===== src/rtl/demon_pkg.sv =====
`default_nettype none
// ============================================================================
//  demon_pkg
//  Shared types and constants for the DeMoN cartridge trigger controller.
//  Revision: 1.0
// ============================================================================
package demon_pkg;

    typedef enum logic [2:0] {
        IDLE      = 3'd0,
        NMI_REQ   = 3'd1,
        VEC_FETCH = 3'd2,
        RUNNING   = 3'd3,
        EXITING   = 3'd4
    } state_t;

    localparam logic [1:0] MODE_OFF   = 2'b00;
    localparam logic [1:0] MODE_READ  = 2'b01;
    localparam logic [1:0] MODE_WRITE = 2'b10;
    localparam logic [1:0] MODE_ANY   = 2'b11;

    localparam logic [1:0] SEL_MATCH  = 2'b00;
    localparam logic [1:0] SEL_MASK   = 2'b01;
    localparam logic [1:0] SEL_MODE   = 2'b10;
    localparam logic [1:0] SEL_EXIT   = 2'b11;

    localparam logic [3:0] CAUSE_BUTTON = 4'd0;
    localparam logic [3:0] CAUSE_RESET  = 4'd14;
    localparam logic [3:0] CAUSE_NONE   = 4'd15;

    localparam logic [2:0] FC_IACK     = 3'b111;
    localparam logic [2:0] FC_SUP_DATA = 3'b101;

endpackage
`default_nettype wire


===== src/rtl/demon_bp_channel.sv =====
`default_nettype none
// ============================================================================
//  demon_bp_channel
//  One programmable address/mask/direction breakpoint comparator.
//  Revision: 1.0
// ============================================================================
module demon_bp_channel
    import demon_pkg::*;
#(
    parameter int ADDR_W = 23
) (
    input  logic              clk,
    input  logic              rst,
    input  logic              i_we,
    input  logic [1:0]        i_sel,
    input  logic [ADDR_W-1:0] i_wdata,
    input  logic [ADDR_W-1:0] i_addr,
    input  logic              i_r_w,
    output logic              o_hit
);

    logic [ADDR_W-1:0] r_match;
    logic [ADDR_W-1:0] r_mask;
    logic [1:0]        r_mode;
    logic              w_dir_ok;

    always_ff @(posedge clk) begin
        if (!rst) begin
            r_match <= '0;
            r_mask  <= '1;
            r_mode  <= MODE_OFF;
        end else if (i_we) begin
            case (i_sel)
                SEL_MATCH: r_match <= i_wdata;
                SEL_MASK:  r_mask  <= i_wdata;
                SEL_MODE:  r_mode  <= i_wdata[1:0];
                default:   ;
            endcase
        end
    end

    always_comb begin
        w_dir_ok = 1'b0;
        case (r_mode)
            MODE_READ:  w_dir_ok = i_r_w;
            MODE_WRITE: w_dir_ok = !i_r_w;
            MODE_ANY:   w_dir_ok = 1'b1;
            default:    w_dir_ok = 1'b0;
        endcase
    end

    assign o_hit = w_dir_ok && (((i_addr ^ r_match) & r_mask) == '0);

endmodule
`default_nettype wire


===== src/rtl/demon_trigger_ctrl.sv =====
`default_nettype none
// ============================================================================
//  demon_trigger_ctrl
//  Programmable freeze-trigger decode and NMI entry sequencer for DeMoN.
//  Revision: 1.0
// ============================================================================
module demon_trigger_ctrl
    import demon_pkg::*;
#(
    parameter int NUM_CH       = 4,
    parameter int ADDR_W       = 23,
    parameter int DEBOUNCE_CYC = 16,
    parameter int IACK_TIMEOUT = 1024,
    parameter int RESET_TRIG   = 1
) (
    input  logic              clk,
    input  logic              rst,
    input  logic [ADDR_W-1:0] addr,
    input  logic              as_n,
    input  logic              lds_n,
    input  logic              uds_n,
    input  logic              r_w,
    input  logic [2:0]        fc,
    input  logic              sw1_n,
    input  logic              jp2,
    input  logic              cfg_we,
    input  logic [2:0]        cfg_ch,
    input  logic [1:0]        cfg_sel,
    input  logic [ADDR_W-1:0] cfg_wdata,
    output logic              ipl_n,
    output logic              ovr_req,
    output logic              running,
    output logic [3:0]        cause,
    output logic              timeout
);

    localparam int DB_W  = $clog2(DEBOUNCE_CYC + 1);
    localparam int TMO_W = $clog2(IACK_TIMEOUT + 1);
    localparam logic [DB_W-1:0]  DB_LAST  = DB_W'(DEBOUNCE_CYC - 1);
    localparam logic [TMO_W-1:0] TMO_LAST = TMO_W'(IACK_TIMEOUT - 1);

    logic              r_as_n_q;
    logic              w_start;
    logic              w_as_rise;
    logic              w_strb;
    logic [NUM_CH-1:0] w_ch_hit;
    logic [NUM_CH-1:0] w_ch_evt;
    logic [NUM_CH-1:0] r_pend;

    assign w_start   = !as_n && r_as_n_q;
    assign w_as_rise = as_n && !r_as_n_q;
    assign w_strb    = !lds_n || !uds_n;

    // A hit whose strobes are still high at the start gets one more cycle.
    generate
        for (genvar gi = 0; gi < NUM_CH; gi++) begin : g_ch
            demon_bp_channel #(.ADDR_W(ADDR_W)) u_ch (
                .clk     (clk),
                .rst     (rst),
                .i_we    (cfg_we && (cfg_sel != SEL_EXIT) && (cfg_ch == 3'(gi))),
                .i_sel   (cfg_sel),
                .i_wdata (cfg_wdata),
                .i_addr  (addr),
                .i_r_w   (r_w),
                .o_hit   (w_ch_hit[gi])
            );
            assign w_ch_evt[gi] = w_strb && ((w_start && w_ch_hit[gi]) || r_pend[gi]);
        end
    endgenerate

    always_ff @(posedge clk) begin
        if (!rst) begin
            r_as_n_q <= 1'b1;
            r_pend   <= '0;
        end else begin
            r_as_n_q <= as_n;
            r_pend   <= w_start ? (w_ch_hit & {NUM_CH{!w_strb}}) : '0;
        end
    end

    // Counter tracks lows while armed and highs while waiting to re-arm.
    logic [DB_W-1:0] r_db_cnt;
    logic            r_btn_armed;
    logic            w_btn_evt;
    assign w_btn_evt = r_btn_armed && !sw1_n && (r_db_cnt == DB_LAST);

    always_ff @(posedge clk) begin
        if (!rst) begin
            r_db_cnt    <= '0;
            r_btn_armed <= 1'b1;
        end else if (r_btn_armed == sw1_n) begin
            r_db_cnt <= '0;
        end else if (r_db_cnt == DB_LAST) begin
            r_db_cnt    <= '0;
            r_btn_armed <= !r_btn_armed;
        end else begin
            r_db_cnt <= r_db_cnt + 1'b1;
        end
    end

    logic r_rst_arm;
    logic w_rst_evt;
    assign w_rst_evt = r_rst_arm && w_start && (addr == ADDR_W'(4)) && r_w;

    always_ff @(posedge clk) begin
        if (!rst)
            r_rst_arm <= (RESET_TRIG != 0);
        else if (w_rst_evt || (w_start && (addr >= ADDR_W'(6))))
            r_rst_arm <= 1'b0;
    end

    logic       w_any_trig;
    logic [3:0] w_trig_cause;

    always_comb begin
        w_any_trig   = w_btn_evt || (|w_ch_evt) || w_rst_evt;
        w_trig_cause = CAUSE_NONE;
        if (w_rst_evt)
            w_trig_cause = CAUSE_RESET;
        for (int i = NUM_CH - 1; i >= 0; i--) begin
            if (w_ch_evt[i])
                w_trig_cause = 4'(i + 1);
        end
        if (w_btn_evt)
            w_trig_cause = CAUSE_BUTTON;
    end

    state_t           r_state, w_state_nxt;
    logic             r_ipl_n, w_ipl_n_nxt;
    logic             r_ovr, w_ovr_nxt;
    logic             r_run, w_run_nxt;
    logic [3:0]       r_cause, w_cause_nxt;
    logic             r_tmo, w_tmo_nxt;
    logic [TMO_W-1:0] r_iack_cnt, w_iack_cnt_nxt;
    logic             r_rd_cnt, w_rd_cnt_nxt;

    always_ff @(posedge clk) begin
        if (!rst) begin
            r_state    <= IDLE;
            r_ipl_n    <= 1'b1;
            r_ovr      <= 1'b0;
            r_run      <= 1'b0;
            r_cause    <= CAUSE_NONE;
            r_tmo      <= 1'b0;
            r_iack_cnt <= '0;
            r_rd_cnt   <= 1'b0;
        end else begin
            r_state    <= w_state_nxt;
            r_ipl_n    <= w_ipl_n_nxt;
            r_ovr      <= w_ovr_nxt;
            r_run      <= w_run_nxt;
            r_cause    <= w_cause_nxt;
            r_tmo      <= w_tmo_nxt;
            r_iack_cnt <= w_iack_cnt_nxt;
            r_rd_cnt   <= w_rd_cnt_nxt;
        end
    end

    always_comb begin
        w_state_nxt    = r_state;
        w_ipl_n_nxt    = r_ipl_n;
        w_ovr_nxt      = r_ovr;
        w_run_nxt      = r_run;
        w_cause_nxt    = r_cause;
        w_tmo_nxt      = r_tmo;
        w_iack_cnt_nxt = r_iack_cnt;
        w_rd_cnt_nxt   = r_rd_cnt;
        case (r_state)
            IDLE: begin
                if (w_any_trig && !jp2) begin
                    w_state_nxt    = NMI_REQ;
                    w_ipl_n_nxt    = 1'b0;
                    w_cause_nxt    = w_trig_cause;
                    w_tmo_nxt      = 1'b0;
                    w_iack_cnt_nxt = '0;
                end
            end
            NMI_REQ: begin
                if (w_start && (fc == FC_IACK) && (addr[2:0] == 3'b111)) begin
                    w_state_nxt  = VEC_FETCH;
                    w_ipl_n_nxt  = 1'b1;
                    w_ovr_nxt    = 1'b1;
                    w_rd_cnt_nxt = 1'b0;
                end else if (r_iack_cnt == TMO_LAST) begin
                    w_state_nxt = IDLE;
                    w_ipl_n_nxt = 1'b1;
                    w_tmo_nxt   = 1'b1;
                end else begin
                    w_iack_cnt_nxt = r_iack_cnt + 1'b1;
                end
            end
            VEC_FETCH: begin
                if (w_as_rise && (fc == FC_SUP_DATA) && r_w) begin
                    if (r_rd_cnt) begin
                        w_state_nxt = RUNNING;
                        w_ovr_nxt   = 1'b0;
                        w_run_nxt   = 1'b1;
                    end else begin
                        w_rd_cnt_nxt = 1'b1;
                    end
                end
            end
            RUNNING: begin
                if (cfg_we && (cfg_sel == SEL_EXIT))
                    w_state_nxt = EXITING;
            end
            EXITING: begin
                // Hold running until the RTE fetch cycle has finished.
                if (w_as_rise) begin
                    w_state_nxt = IDLE;
                    w_run_nxt   = 1'b0;
                end
            end
            default: w_state_nxt = IDLE;
        endcase
    end

    assign ipl_n   = r_ipl_n;
    assign ovr_req = r_ovr;
    assign running = r_run;
    assign cause   = r_cause;
    assign timeout = r_tmo;

endmodule
`default_nettype wire


===== config.mk =====
export PLATFORM = sky130hd
export DESIGN_NAME = demon_trigger_ctrl
export DESIGN_NICKNAME = d
export VERILOG_FILES = /design/src/rtl/demon_pkg.sv /design/src/rtl/demon_bp_channel.sv /design/src/rtl/demon_trigger_ctrl.sv
export SDC_FILE = /design/constraint.sdc
export NUM_CORES = 1
export LEC_CHECK = 0
export CAP_MARGIN = 25
export CORE_MARGIN = 1.5
export CORE_UTILIZATION = 50
export CTS_BUF_LIST = sky130_fd_sc_hd__clkbuf_4 sky130_fd_sc_hd__clkbuf_8 sky130_fd_sc_hd__clkbuf_16
export DETAILED_ROUTE_END_ITERATION = 6
export PLACE_DENSITY = 0.8
export SLEW_MARGIN = 40
export SYNTH_ARGS = -nofsm -noshare
export SYNTH_HDL_FRONTEND = slang
export SYNTH_SLANG_ARGS = --single-unit

===== constraint.sdc =====
create_clock -name clk -period 3.1 [get_ports clk]
set_input_delay 0.62 -clock clk [delete_from_list [all_inputs] [get_ports clk]]
set_output_delay 0.62 -clock clk [all_outputs]
set_load 0.02 [all_outputs]

==> impl_results.rst, run 1 <==
.. list-table::
   :header-rows: 1

   * - Metric
     - Value
   * - Area of the die
     - between 20000 and 25000 um2
   * - Areal power density over the cells
     - slightly above 500 nW/um2
   * - Starting density of the core
     - 0.5073
   * - Mean area per synthesized cell
     - between 7 and 8 um2
   * - Proportion of netlist area held by the largest area contributor
     - 0.4442
   * - Number of synthesized register bits
     - between 200 and 250
   * - Crit-path max FO
     - 9
   * - Largest cells by area after synthesis
     - dfxtp_1 (44%), nand2_1 (15%), xor2_1 (7.4%)
   * - Setup crit start
     - addr[21]
   * - Net switching fraction of the power
     - 0.2396
   * - Count of endpoints failing hold in the final timing report
     - 0
   * - Fin cells
     - approximately 1700
   * - Hold crit path type
     - input port to register
   * - CTS Buffer Depth
     - 3
   * - Category of the worst setup path launch point
     - input port
   * - Required arrival time at the worst endpoint
     - 3480 ps
   * - Sequential-to-total area share from yosys stat
     - 0.4442
   * - Post-cts sizing count
     - 0
   * - Nets in the synthesized netlist
     - 1354
   * - Clock transition at the registers of the reported paths
     - about 60 ps
   * - Number of buffers created by CTS
     - 24
   * - Worst setup skew after layout
     - 30.70 ps
   * - Type of destination of the critical path
     - register
   * - Cell type with the largest total area after synthesis
     - dfxtp_1
   * - I/O pin cnt
     - 71
   * - Antenna Violating Nets Remaining
     - 0
   * - Post-placement cell area
     - roughly 12000 um2
   * - Largest net degree at the start of global routing
     - 90
   * - Number of nets in the final layout
     - 1442
   * - ANT cells
     - 0
   * - Leakage Power
     - roughly 5.2 nW
   * - Number of hold buffers added after cts
     - 0
   * - Buffers plus inverters on the worst setup path
     - 4
   * - WL per Instance
     - between 15 and 20 um
   * - Overall via count from detail_route
     - ~9600
   * - Cell area after synthesis
     - about 10000 um2
   * - Commonest cells after routing, fill and taps aside
     - nand2_1 (408), dfxtp_1 (227), a21oi_1 (112), nand3_1 (112), buf_4 (105)
   * - Reg power frac
     - 0.466
   * - Overall power after layout
     - ~6.4 mW
   * - Clock tree root buffer cell
     - clkbuf_16
   * - I/O Buffers
     - 70
   * - Sequential Area
     - between 4000 and 5000 um2
   * - Clk Latency, worst-skew pair
     - 540 ps
   * - Via count of the first global-routing pass
     - roughly 9000
   * - Post-DR vias/cell
     - about 5.8
   * - # fillers
     - 1732
   * - Final-report max-slew violation count
     - 0
   * - Critical Path Slowest Stage Cell
     - clkdlybuf4s50_1
   * - Data arrival at the endpoint of the critical path
     - ~3200 ps
   * - Worst Hold Launch
     - rst
   * - GRT Util Overall
     - 0.2919
   * - Switching power
     - about 1.5 mW
   * - Finish-stage setup viols
     - 0
   * - Async set-reset flop share out of synthesis
     - 0
   * - First-pass GRT wire length
     - 49.24 mm
   * - Core Box Area
     - between 20000 and 25000 um2
   * - Number of standard cells after synthesis
     - about 1300
   * - Setup Buffers After CTS
     - 0
   * - Max-cap violations
     - 0
   * - Worst slew pin tran
     - between 700 and 800 ps
   * - Overall die width
     - between 100 and 150 um
   * - Dominant register cell in the synthesized netlist
     - dfxtp_1
   * - Crit path kind
     - input port to register
   * - Cell breakdown of the critical path
     - clkdlybuf4s50_1 -> xor2_1 -> a22oi_1 -> buf_4 -> nand4_1 -> nor4_1 -> buf_4 -> a221oi_2 -> a31oi_4 -> or2_1 -> buf_12 -> a311oi_2
   * - Warnings from Yosys
     - 0
   * - Clock share of power
     - 0.452
   * - Total area of multi-input combinational cells
     - around 5000 um2
   * - Clock sink count
     - about 230
   * - RSZ-0062 raised after global routing
     - false
   * - Post-synthesis to final-layout area growth
     - 20.55%
   * - Post-synth EDFFs
     - 0
   * - Proportion of layout cells with a drive suffix above 1
     - 0.1265
   * - Deepest level of the CTS H-tree
     - 1
   * - CP delay by family, top
     - buffers and inverters
   * - Number of distinct library cells after synthesis
     - 57
   * - Initial antenna violation count
     - 0
   * - Slew margin rel.
     - 0.5329
   * - Half-perimeter wire length after detailed placement
     - about 22 mm
   * - Cell with the most instances on the worst path
     - buf_4
   * - DRT iter0 DRCs
     - ~970
   * - Outcome
     - complete, no violations
   * - Total routed wirelength
     - about 31 mm
   * - Number of cells in the design after placement
     - between 1500 and 2000
   * - Maximum single-stage delay on the critical path
     - 580 ps
   * - Launching point of the worst reg2reg path
     - r_as_n_q
   * - Cell area after layout
     - 12330 um2
   * - Remaining DRCs
     - 0
   * - Part of the cycle the worst path needs
     - 0.9207
   * - Site Rows
     - 52
   * - Highest attainable clock frequency
     - between 300 and 400 MHz
   * - Maximum vdd ir drop
     - between 500 and 600 uV
   * - Die H
     - 146.0 um
   * - Combinational Power Share
     - 0.082
   * - Detailed Routing Iterations Pass 1
     - 7
   * - TritonCTS clock tree
     - built
   * - Total internal power
     - 4.831 mW
   * - Min Tclk post-route
     - 2854 ps
   * - Most common cell after layout, fill and taps aside
     - nand2_1
   * - Final weighted congestion in routability-driven placement
     - 0.9445
   * - Global route overflow
     - 0
-- layer usage --
metal | vias to the layer above | share of wire | track usage
met2 | 528 | 0.45 | 0.4676
met5 | - | 0 | 0
met3 | 117 | 0.10 | 0.05125
met1 | 4485 | 0.40 | 0.3839
met4 | 0 | 0.052 | 0.1384
li1 | 4461 | - | -
-- cell families after synthesis --
logic type | synth area share
XOR/XNOR | 0.08573
buffers and inverters | 0.06090
flip-flops | 0.4442
adder cells (fa/ha/maj) | 0.004892
AND/OR/NAND/NOR | 0.2645
AO/OA/AOI/OAI | 0.1339
multiplexers | 0.005870
-- path summary, 6_finish.rpt --
path                             end  slack [ps]  depth (start not counted)
max reg2reg            r_iack_cnt[7]         610                         11
min          g_ch[0].u_ch.r_mask[14]         420                          2
min reg2reg                  running         450                          2
max                    r_iack_cnt[7]         250                         12
-- final cells by class --
type                       instances  area share
sequential                       227      0.3685
inverter                           8    0.002536
multi-input combinational        936      0.4115
tap                              270     0.02739
clock buffer                      36     0.06107
timing repair buffer             178      0.1257
clock inverter                     6    0.003348
-- state kept, by name, summed over array words and instances (netlist names) --
| signal | count |
|---|---|
| timeout | 1 |
| g_ch.u_ch.r_mode | 8 |
| r_iack_cnt | 11 |
| r_pend | 4 |
| r_rst_arm | 1 |
| r_state | 3 |
| r_rd_cnt | 1 |
| r_db_cnt | 5 |
| g_ch.u_ch.r_mask | 92 |
| r_as_n_q | 1 |
| ovr_req | 1 |
| g_ch.u_ch.r_match | 92 |
| ipl_n | 1 |
| running | 1 |
| cause | 4 |
| r_btn_armed | 1 |
-- power by group through the flow --
stage / sequential, mW / combinational, mW / clock (mW)
after floorplan: 3.02 / 0.271 / 0
after global placement: 3.03 / 0.499 / 0
after detailed placement: 3.03 / 0.505 / 0
after CTS: 2.96 / 0.509 / 2.89
after global routing: 2.96 / 0.548 / 3.01
final: 2.96 / 0.521 / 2.87
-- stage by stage --
step / setup WS (ps) / setup TNS, ps / util / hold slack [ps]
after floorplan: 683.3 / 0 / - / 417.5
after global placement: -195.1 / -2584 / 0.5719 / 432.0
after detailed placement: -248.4 / -3378 / 0.5721 / 445.1
after CTS: 290.8 / 0 / 0.6115 / 405.3
after global routing: 64.35 / 0 / 0.6115 / 434.1
final: 245.8 / 0 / 0.6115 / 417.5
-- Yosys cell counts, types with 2 or more instances --
library cell and number:
a211oi_1 5, a21oi_1 112, a22oi_1 51, a22oi_2 3, a311oi_2 4, a31oi_1 3
and2_0 2, and2_1 4, and3_1 10, buf_2 30, buf_4 10, buf_6 11
clkbuf_1 65, dfxtp_1 227, ha_1 4, inv_1 7, mux2i_1 6, nand2_1 408
nand2b_1 7, nand3_1 112, nand4_1 12, nand4_2 2, nor2_1 22, nor2b_1 9
nor3_1 11, nor4_1 7, nor4_4 2, nor4b_1 2, o21a_1 4, o21ai_0 15
or4_1 2, xnor2_1 2, xor2_1 87, xor2_2 6
Power figures use the tool's default switching activity.
==> run 2, diff against run 1 <==
Settings changed: MAX_ROUTING_LAYER set to met4.
Clock period 3.1 ns to 3.05 ns, I/O delays scaled along.
==> run 2 against run 1 <==
  * The run now ends with DRC left
  * Die area unchanged
  * Critical path depth down 1
  * Non-clock buffer count shrank 6
  * First-iteration DRC count rose by 16%
  * Critical path type unchanged
  * Worst hold slack got worse by 13 ps
  * Worst setup slack got worse by 13 ps
==> impl_results.rst, run 2 (synthesis gave the netlist of run 1 again) <==
.. list-table::
   :header-rows: 1

   * - Metric
     - Value
   * - Type of destination of the critical path
     - register (unchanged)
   * - Reg power frac
     - 0.459 (was 0.466)
   * - Site Rows
     - 52 (unchanged)
   * - Final-report max-slew violation count
     - 0 (unchanged)
   * - Number of hold buffers added after cts
     - 0 (unchanged)
   * - Number of buffers created by CTS
     - 24 (unchanged)
   * - Die H
     - 146.0 um (unchanged)
   * - Cell depth of the worst flop-to-flop path
     - 10 (was 11)
   * - Antenna Violating Nets Remaining
     - 0 (unchanged)
   * - Crit path kind
     - input port to register (unchanged)
   * - First-pass GRT wire length
     - 49.40 mm (was 49.24 mm)
   * - Overall via count from detail_route
     - 9610 (was 9591)
   * - TritonCTS clock tree
     - built (unchanged)
   * - Count of endpoints failing hold in the final timing report
     - 0 (unchanged)
   * - Finish-stage setup viols
     - 0 (unchanged)
   * - Detailed Routing Iterations Pass 1
     - 7 (unchanged)
   * - Routed length on met2
     - 14.33 mm (was 14.01 mm)
   * - CTS Buffer Depth
     - 3 (unchanged)
   * - Post-synthesis to final-layout area growth
     - 20.45% (was 20.55%)
   * - Category of the worst setup path launch point
     - input port (unchanged)
   * - Final weighted congestion in routability-driven placement
     - 0.9570 (was 0.9445)
   * - Core Box Area
     - 20170 um2 (unchanged)
   * - Uppermost layer routed
     - met4 (unchanged)
   * - Required arrival time at the worst endpoint
     - 3480 ps (about the same)
   * - Clock tree root buffer cell
     - clkbuf_16 (unchanged)
   * - Highest attainable clock frequency
     - around 350 MHz
   * - I/O pin cnt
     - 71 (unchanged)
   * - Total internal power
     - 5.011 mW (was 4.831 mW)
   * - Worst hold slack
     - 404.4 ps (was 417.5 ps)
   * - Net switching fraction of the power
     - 0.2365 (was 0.2396)
   * - Total routed wirelength
     - 31.36 mm (was 31.33 mm)
   * - Max-cap violations
     - 0 (unchanged)
   * - Post-cts sizing count
     - 0 (unchanged)
   * - RSZ-0062 raised after global routing
     - false (unchanged)
   * - Leakage Power
     - 5.190 nW (was 5.214 nW)
   * - I/O Buffers
     - 70 (unchanged)
   * - Via count of the first global-routing pass
     - 9256 (was 9021)
   * - Worst hold path stage count
     - 2 (unchanged)
   * - Worst Hold Launch
     - rst (unchanged)
   * - Detail Route met3 WL
     - 3.470 mm (was 3.250 mm)
   * - Post-placement setup slack
     - -229.9 ps (was -248.4 ps)
   * - Data arrival at the endpoint of the critical path
     - 3250 ps (was 3230 ps)
   * - WL per Instance
     - 18.93 um (was 18.86 um)
   * - Min Tclk post-route
     - between 2000 and 3000 ps
   * - Maximum single-stage delay on the critical path
     - 630 ps (was 580 ps)
   * - Part of the cycle the worst path needs
     - 0.9236
   * - Combinational Power Share
     - 0.080 (was 0.082)
   * - Areal power density over the cells
     - 532.6 nW/um2 (was 515.1 nW/um2)
   * - Commonest cells after routing, fill and taps aside
     - nand2_1 (408), dfxtp_1 (227), a21oi_1 (112), nand3_1 (112), buf_4 (100) (was nand2_1 (408), dfxtp_1 (227), a21oi_1 (112), nand3_1 (112), buf_4 (105))
   * - Starting density of the core
     - 0.5073 (unchanged)
   * - Worst setup skew after layout
     - 25.39 ps (was 30.70 ps)
   * - Critical Path Slowest Stage Cell
     - clkdlybuf4s50_1 (unchanged)
   * - Remaining DRCs
     - 1 (was 0)
   * - Global route overflow
     - 0 (unchanged)
   * - Slew margin rel.
     - 0.6176 (was 0.5329)
   * - Half-perimeter wire length after detailed placement
     - 21.56 mm (was 21.76 mm)
   * - Switching power
     - 1.552 mW (was 1.522 mW)
   * - Hold path endpoint
     - r_btn_armed (was g_ch[0].u_ch.r_mask[14])
   * - Setup tns final
     - 0 ps (unchanged)
   * - Maximum vdd ir drop
     - 406.1 uV (was 518.0 uV)
   * - Area of the die
     - 21330 um2 (unchanged)
   * - Crit-path max FO
     - 9 (unchanged)
   * - Largest net degree at the start of global routing
     - 104 (was 90)
   * - Hold crit path type
     - input port to register (unchanged)
   * - Clock sink count
     - 227 (unchanged)
   * - Number of nets in the final layout
     - 1436 (was 1442)
   * - Largest registers
     - g_ch.u_ch.r_mask: 92 flops, g_ch.u_ch.r_match: 92 flops, r_iack_cnt: 11 flops (unchanged)
   * - Violations in the final reports
     - DRC
   * - Clock transition at the registers of the reported paths
     - 60 ps (about the same)
   * - Overall power after layout
     - 6.563 mW (was 6.353 mW)
   * - Deepest level of the CTS H-tree
     - 1 (unchanged)
   * - Final Worst Setup Slack
     - 232.9 ps (was 245.8 ps)
   * - M1 WL
     - 12.41 mm (was 12.45 mm)
   * - GRT Util Overall
     - 0.3007 (was 0.2919)
   * - Launching point of the worst reg2reg path
     - g_ch[3].u_ch.r_match[16] (was r_as_n_q)
   * - Overall die width
     - 146.0 um (unchanged)
   * - Setup Buffers After CTS
     - 0 (unchanged)
   * - Initial antenna violation count
     - 1 (was 0)
   * - Clk Latency, worst-skew pair
     - 540 ps (about the same)
   * - Post-placement cell area
     - 11490 um2 (was 11540 um2)
   * - Proportion of layout cells with a drive suffix above 1
     - 0.1227 (was 0.1265)
   * - RR Endpoint
     - r_iack_cnt[10] (was r_iack_cnt[7])
   * - Most common cell after layout, fill and taps aside
     - nand2_1 (unchanged)
   * - Post-DR vias/cell
     - 5.803 (was 5.774)
   * - Clock share of power
     - 0.461 (was 0.452)
   * - Worst slew pin tran
     - 571.8 ps (was 700.6 ps)
   * - DRT iter0 DRCs
     - 1126 (was 969)
   * - Slack of the worst reg-to-reg path
     - 560 ps (was 610 ps)
   * - Outcome
     - finished, violations left (was complete, no violations)
   * - Cell area after layout
     - 12320 um2 (was 12330 um2)
   * - Cell breakdown of the critical path
     - clkdlybuf4s50_1 -> xor2_1 -> a22oi_1 -> nand4_1 -> nor4_2 -> buf_4 -> a21oi_1 -> a31oi_4 -> or2_1 -> buf_12 -> a311oi_2 (was clkdlybuf4s50_1 -> xor2_1 -> a22oi_1 -> buf_4 -> nand4_1 -> nor4_1 -> buf_4 -> a221oi_2 -> a31oi_4 -> or2_1 -> buf_12 -> a311oi_2)
[run 2: worst max path at each step]
stage,slack (ps),start,depth (start not counted),endpoint
6_report,230,addr[7],11,r_iack_cnt[3]
3_3_place_gp,-150,addr[21],12,r_iack_cnt[10]
4_1_cts,290,addr[5],11,r_iack_cnt[5]
3_5_place_dp,-230,addr[5],11,r_iack_cnt[9]
5_1_grt,100,addr[5],11,r_iack_cnt[1]
2_1_floorplan,640,addr[8],10,cause[0]
[run 2: cell type report]
| cell class | count | area, um2 |
|---|---|---|
| inverters | 8 | 31.28 |
| repair buffers | 172 | 1501 |
| flip-flops and latches | 227 | 4544 |
| fillers | 1750 | 7846 |
| clock buffers | 34 | 713.2 |
| diodes | 1 | 2.502 |
| clock inverters | 8 | 117.6 |
| multi-input cells | 936 | 5075 |
| well taps | 270 | 337.8 |
[run 2: metrics by stage]
stage               std cells  utilization
detailed placement       1613       0.5697
global placement         1613       0.5697
finish                   1656       0.6110
CTS                      1655       0.6109
floorplan                1287            -
global route             1656       0.6110
[run 2: metal layers]
metal | GRT usage | vias to the layer above
li1 | - | 4443
met1 | 0.3782 | 4536
met2 | 0.4743 | 540
met3 | 0.06688 | 91
met4 | 0.1126 | 0
met5 | - | -
[run 2: worst max-delay path: cells and delay by family]
family / cells / cell delay, ps
AOI/OAI and AO/OA: 4 / 850
xor gates and xnor gates: 1 / 280
buffers and inverters: 3 / 930
and+or+nand+nor: 3 / 590
[run 2: power by group through the flow]
stage	registers (mW)	clock network [mW]	logic (mW)
floorplan	3.07	0	0.276
global placement	3.08	0	0.504
detailed placement	3.08	0	0.509
CTS	3.01	3.04	0.512
global route	3.01	3.17	0.551
finish	3.01	3.03	0.526
==> run 3, diff against run 2 <==
Clock period 3.05 ns to 3.55 ns, I/O delays scaled along.
==> run 3 against run 2 <==
  * The run now ends clean
  * Critical endpoint is now r_iack_cnt[7]
  * Via count decreased by 2.7%
  * Sequential cell count is the same
  * Routed wire length about the same
  * Utilization decreased by 2.0 points
  * Register-to-register slack improved by 500 ps
  * Sequential share of layout area grew 1.2 points
  * Highest routed layer unchanged
==> impl_results.rst, run 3 (synthesis gave the netlist of run 1 again) <==
.. list-table::
   :header-rows: 1

   * - Metric
     - Value
   * - Maximum vdd ir drop
     - 385.1 uV (was 406.1 uV)
   * - Clock sink count
     - 227 (unchanged)
   * - GRT Util Overall
     - 0.2997 (was 0.3007)
   * - Max-cap violations
     - 0 (unchanged)
   * - Cell area after layout
     - 11920 um2 (was 12320 um2)
   * - Detailed Routing Iterations Pass 1
     - 7 (unchanged)
   * - RSZ-0062 raised after global routing
     - false (unchanged)
   * - Worst hold path stage count
     - 1 (was 2)
   * - Largest registers
     - g_ch.u_ch.r_mask: 92 flops, g_ch.u_ch.r_match: 92 flops, r_iack_cnt: 11 flops (unchanged)
   * - Data arrival at the endpoint of the critical path
     - 3420 ps (was 3250 ps)
   * - Commonest cells after routing, fill and taps aside
     - nand2_1 (408), dfxtp_1 (227), a21oi_1 (112), nand3_1 (112), xor2_1 (87) (was nand2_1 (408), dfxtp_1 (227), a21oi_1 (112), nand3_1 (112), buf_4 (100))
   * - Crit-path max FO
     - 6 (was 9)
   * - Post-placement cell area
     - 11160 um2 (was 11490 um2)
   * - Count of endpoints failing hold in the final timing report
     - 0 (unchanged)
   * - Die H
     - 146.0 um (unchanged)
   * - Core Box Area
     - 20170 um2 (unchanged)
   * - Post-DR vias/cell
     - 5.807 (was 5.803)
   * - Largest net degree at the start of global routing
     - 81 (was 104)
   * - Number of hold buffers added after cts
     - 0 (unchanged)
   * - Area of the die
     - 21330 um2 (unchanged)
   * - Slew margin rel.
     - 0.4599 (was 0.6176)
   * - Crit path kind
     - input port to register (unchanged)
   * - Post-cts sizing count
     - 0 (unchanged)
   * - Part of the cycle the worst path needs
     - 0.8499
   * - Hold crit path type
     - register to register (was input port to register)
   * - Overall power after layout
     - 5.481 mW (was 6.563 mW)
   * - Initial antenna violation count
     - 0 (was 1)
   * - Type of destination of the critical path
     - register (unchanged)
   * - Category of the worst setup path launch point
     - input port (unchanged)
   * - Fin cells
     - 1610 (was 1656)
   * - Outcome
     - complete, no violations (was finished, violations left)
   * - Cell breakdown of the critical path
     - clkdlybuf4s50_1 -> buf_4 -> xor2_1 -> a22oi_1 -> nand2_1 -> nor4_4 -> o41ai_4 -> a31oi_4 -> or2_1 -> buf_4 -> a311oi_2 (was clkdlybuf4s50_1 -> xor2_1 -> a22oi_1 -> nand4_1 -> nor4_2 -> buf_4 -> a21oi_1 -> a31oi_4 -> or2_1 -> buf_12 -> a311oi_2)
   * - Overall via count from detail_route
     - 9350 (was 9610)
   * - Slack of the worst reg-to-reg path
     - 1060 ps (was 560 ps)
   * - Worst slew pin tran
     - 808.1 ps (was 571.8 ps)
   * - Final weighted congestion in routability-driven placement
     - 0.9638 (was 0.9570)
   * - Starting density of the core
     - 0.5073 (unchanged)
   * - Final-report max-slew violation count
     - 0 (unchanged)
   * - Most used routing layer in global routing
     - met2 (unchanged)
   * - Required arrival time at the worst endpoint
     - 3960 ps (was 3480 ps)
   * - Half-perimeter wire length after detailed placement
     - 21.63 mm (was 21.56 mm)
   * - First-pass GRT wire length
     - 48.61 mm (was 49.40 mm)
   * - Met2 demand-to-capacity share in global routing
     - 0.4648 (was 0.4743)
   * - Finish-stage setup viols
     - 0 (unchanged)
   * - Total routed wirelength
     - 31.38 mm (was 31.36 mm)
   * - Worst setup skew after layout
     - 21.57 ps (was 25.39 ps)
   * - Maximum single-stage delay on the critical path
     - 760 ps (was 630 ps)
   * - Number of buffers created by CTS
     - 23 (was 24)
   * - # fillers
     - 1810 (was 1750)
   * - I/O Buffers
     - 70 (unchanged)
   * - Post-synthesis to final-layout area growth
     - 16.51% (was 20.45%)
   * - Site Rows
     - 52 (unchanged)
   * - Buffers plus inverters on the worst setup path
     - 3 (unchanged)
   * - DRT iter0 DRCs
     - 1032 (was 1126)
   * - Proportion of layout cells with a drive suffix above 1
     - 0.09328 (was 0.1227)
   * - Global route overflow
     - 0 (unchanged)
   * - Antenna Violating Nets Remaining
     - 0 (unchanged)
   * - WL per Instance
     - 19.49 um (was 18.93 um)
   * - ANT cells
     - 0 (was 1)
   * - Clock transition at the registers of the reported paths
     - 60 ps (about the same)
   * - TritonCTS clock tree
     - built (unchanged)
   * - Overall die width
     - 146.0 um (unchanged)
   * - I/O pin cnt
     - 71 (unchanged)
   * - Remaining DRCs
     - 0 (was 1)
   * - Final core occ
     - 0.5910 (was 0.6110)
   * - Most common cell after layout, fill and taps aside
     - nand2_1 (unchanged)
   * - Leakage Power
     - 4.965 nW (was 5.190 nW)
   * - CTS Buffer Depth
     - 3 (unchanged)
   * - Cell with the most instances on the worst path
     - buf_4
   * - Areal power density over the cells
     - 459.8 nW/um2 (was 532.6 nW/um2)
   * - Setup Buffers After CTS
     - 0 (unchanged)
   * - Number of nets in the final layout
     - 1393 (was 1436)
   * - Highest attainable clock frequency
     - 331.4 MHz
   * - CP delay by family, top
     - buffers and inverters (unchanged)
   * - Path length in cells of the critical path
     - 11 (unchanged)
   * - Via count of the first global-routing pass
     - 8837 (was 9256)
   * - Setup tns final
     - 0 ps (unchanged)
   * - Cell depth of the worst flop-to-flop path
     - 10 (unchanged)
   * - Critical Path Slowest Stage Cell
     - clkdlybuf4s50_1 (unchanged)
   * - Clk Latency, worst-skew pair
     - 530 ps (was 540 ps)
   * - Clock tree root buffer cell
     - clkbuf_16 (unchanged)
   * - Number of cells in the design after placement
     - 1571 (was 1613)
   * - Min Tclk post-route
     - 3017 ps
   * - Met1 usage in global routing
     - 0.3776 (was 0.3782)
   * - Deepest level of the CTS H-tree
     - 1 (unchanged)
   * - GR Layer Usage met3
     - 0.07125 (was 0.06688)
[run 3: cell types whose count changed in the layout (fill, tap and decap cells not counted)]
| cell | before | now |
|---|---|---|
| buf_4 | 100 | 58 |
| clkinv_2 | 5 | 10 |
| clkbuf_8 | 6 | 2 |
| clkbuf_4 | 4 | 1 |
| buf_12 | 3 | 2 |
| buf_6 | 0 | 1 |
| bufinv_16 | 2 | 3 |
| clkbuf_16 | 24 | 23 |
| clkinv_16 | 1 | 0 |
| clkinvlp_4 | 1 | 0 |
| diode_2 | 1 | 0 |
| inv_6 | 0 | 1 |
[run 3: where the power goes]
group / total [mW] / internal, mW / switching (mW)
sequential: 2.59 / 2.57 / 0.0156
clock: 2.47 / 1.45 / 1.02
combinational: 0.425 / 0.159 / 0.266
[run 3: worst register-to-register path: cells and delay by family, from the launching register on]
| family | cells | cell delay, ps |
|---|---|---|
| and+or+nand+nor | 3 | 430 |
| AOI/OAI and AO/OA | 4 | 980 |
| xor gates and xnor gates | 1 | 300 |
| buffers and inverters | 2 | 310 |
| DFF | 1 | 360 |
[run 3: cell type report]
| cell class | instances | area [um2] | share of cell area |
|---|---|---|---|
| Clock inverter | 13 | 143.9 | 0.01207 |
| Timing Repair Buffer | 130 | 1177 | 0.09877 |
| Multi-Input combinational cell | 936 | 5075 | 0.4257 |
| Tap cell | 270 | 337.8 | 0.02834 |
| Sequential cell | 227 | 4544 | 0.3812 |
| Inverter | 8 | 31.28 | 0.002624 |
| Clock buffer | 26 | 610.6 | 0.05122 |
[run 3: metal layers]
metal | up-vias | routed length (um)
met5 | - | 0
met4 | 0 | 1374
met3 | 103 | 3379
met2 | 496 | 14170
met1 | 4397 | 12460
li1 | 4354 | -
[run 3: stage by stage]
step | setup WS (ps) | hold slack (ps)
after floorplan | 1043 | 417.5
after global placement | 62.17 | 434.9
after detailed placement | 21.36 | 445.3
after CTS | 525.5 | 453.8
after global routing | 382.3 | 472.8
final | 532.7 | 450.4
[run 3: path summary, 6_finish.rpt]
path / start / to
max: addr[3] / r_iack_cnt[7]
min: r_db_cnt[0] / r_db_cnt[0]
max reg2reg: g_ch[0].u_ch.r_match[2] / r_iack_cnt[7]
min reg2reg: r_db_cnt[0] / r_db_cnt[0]
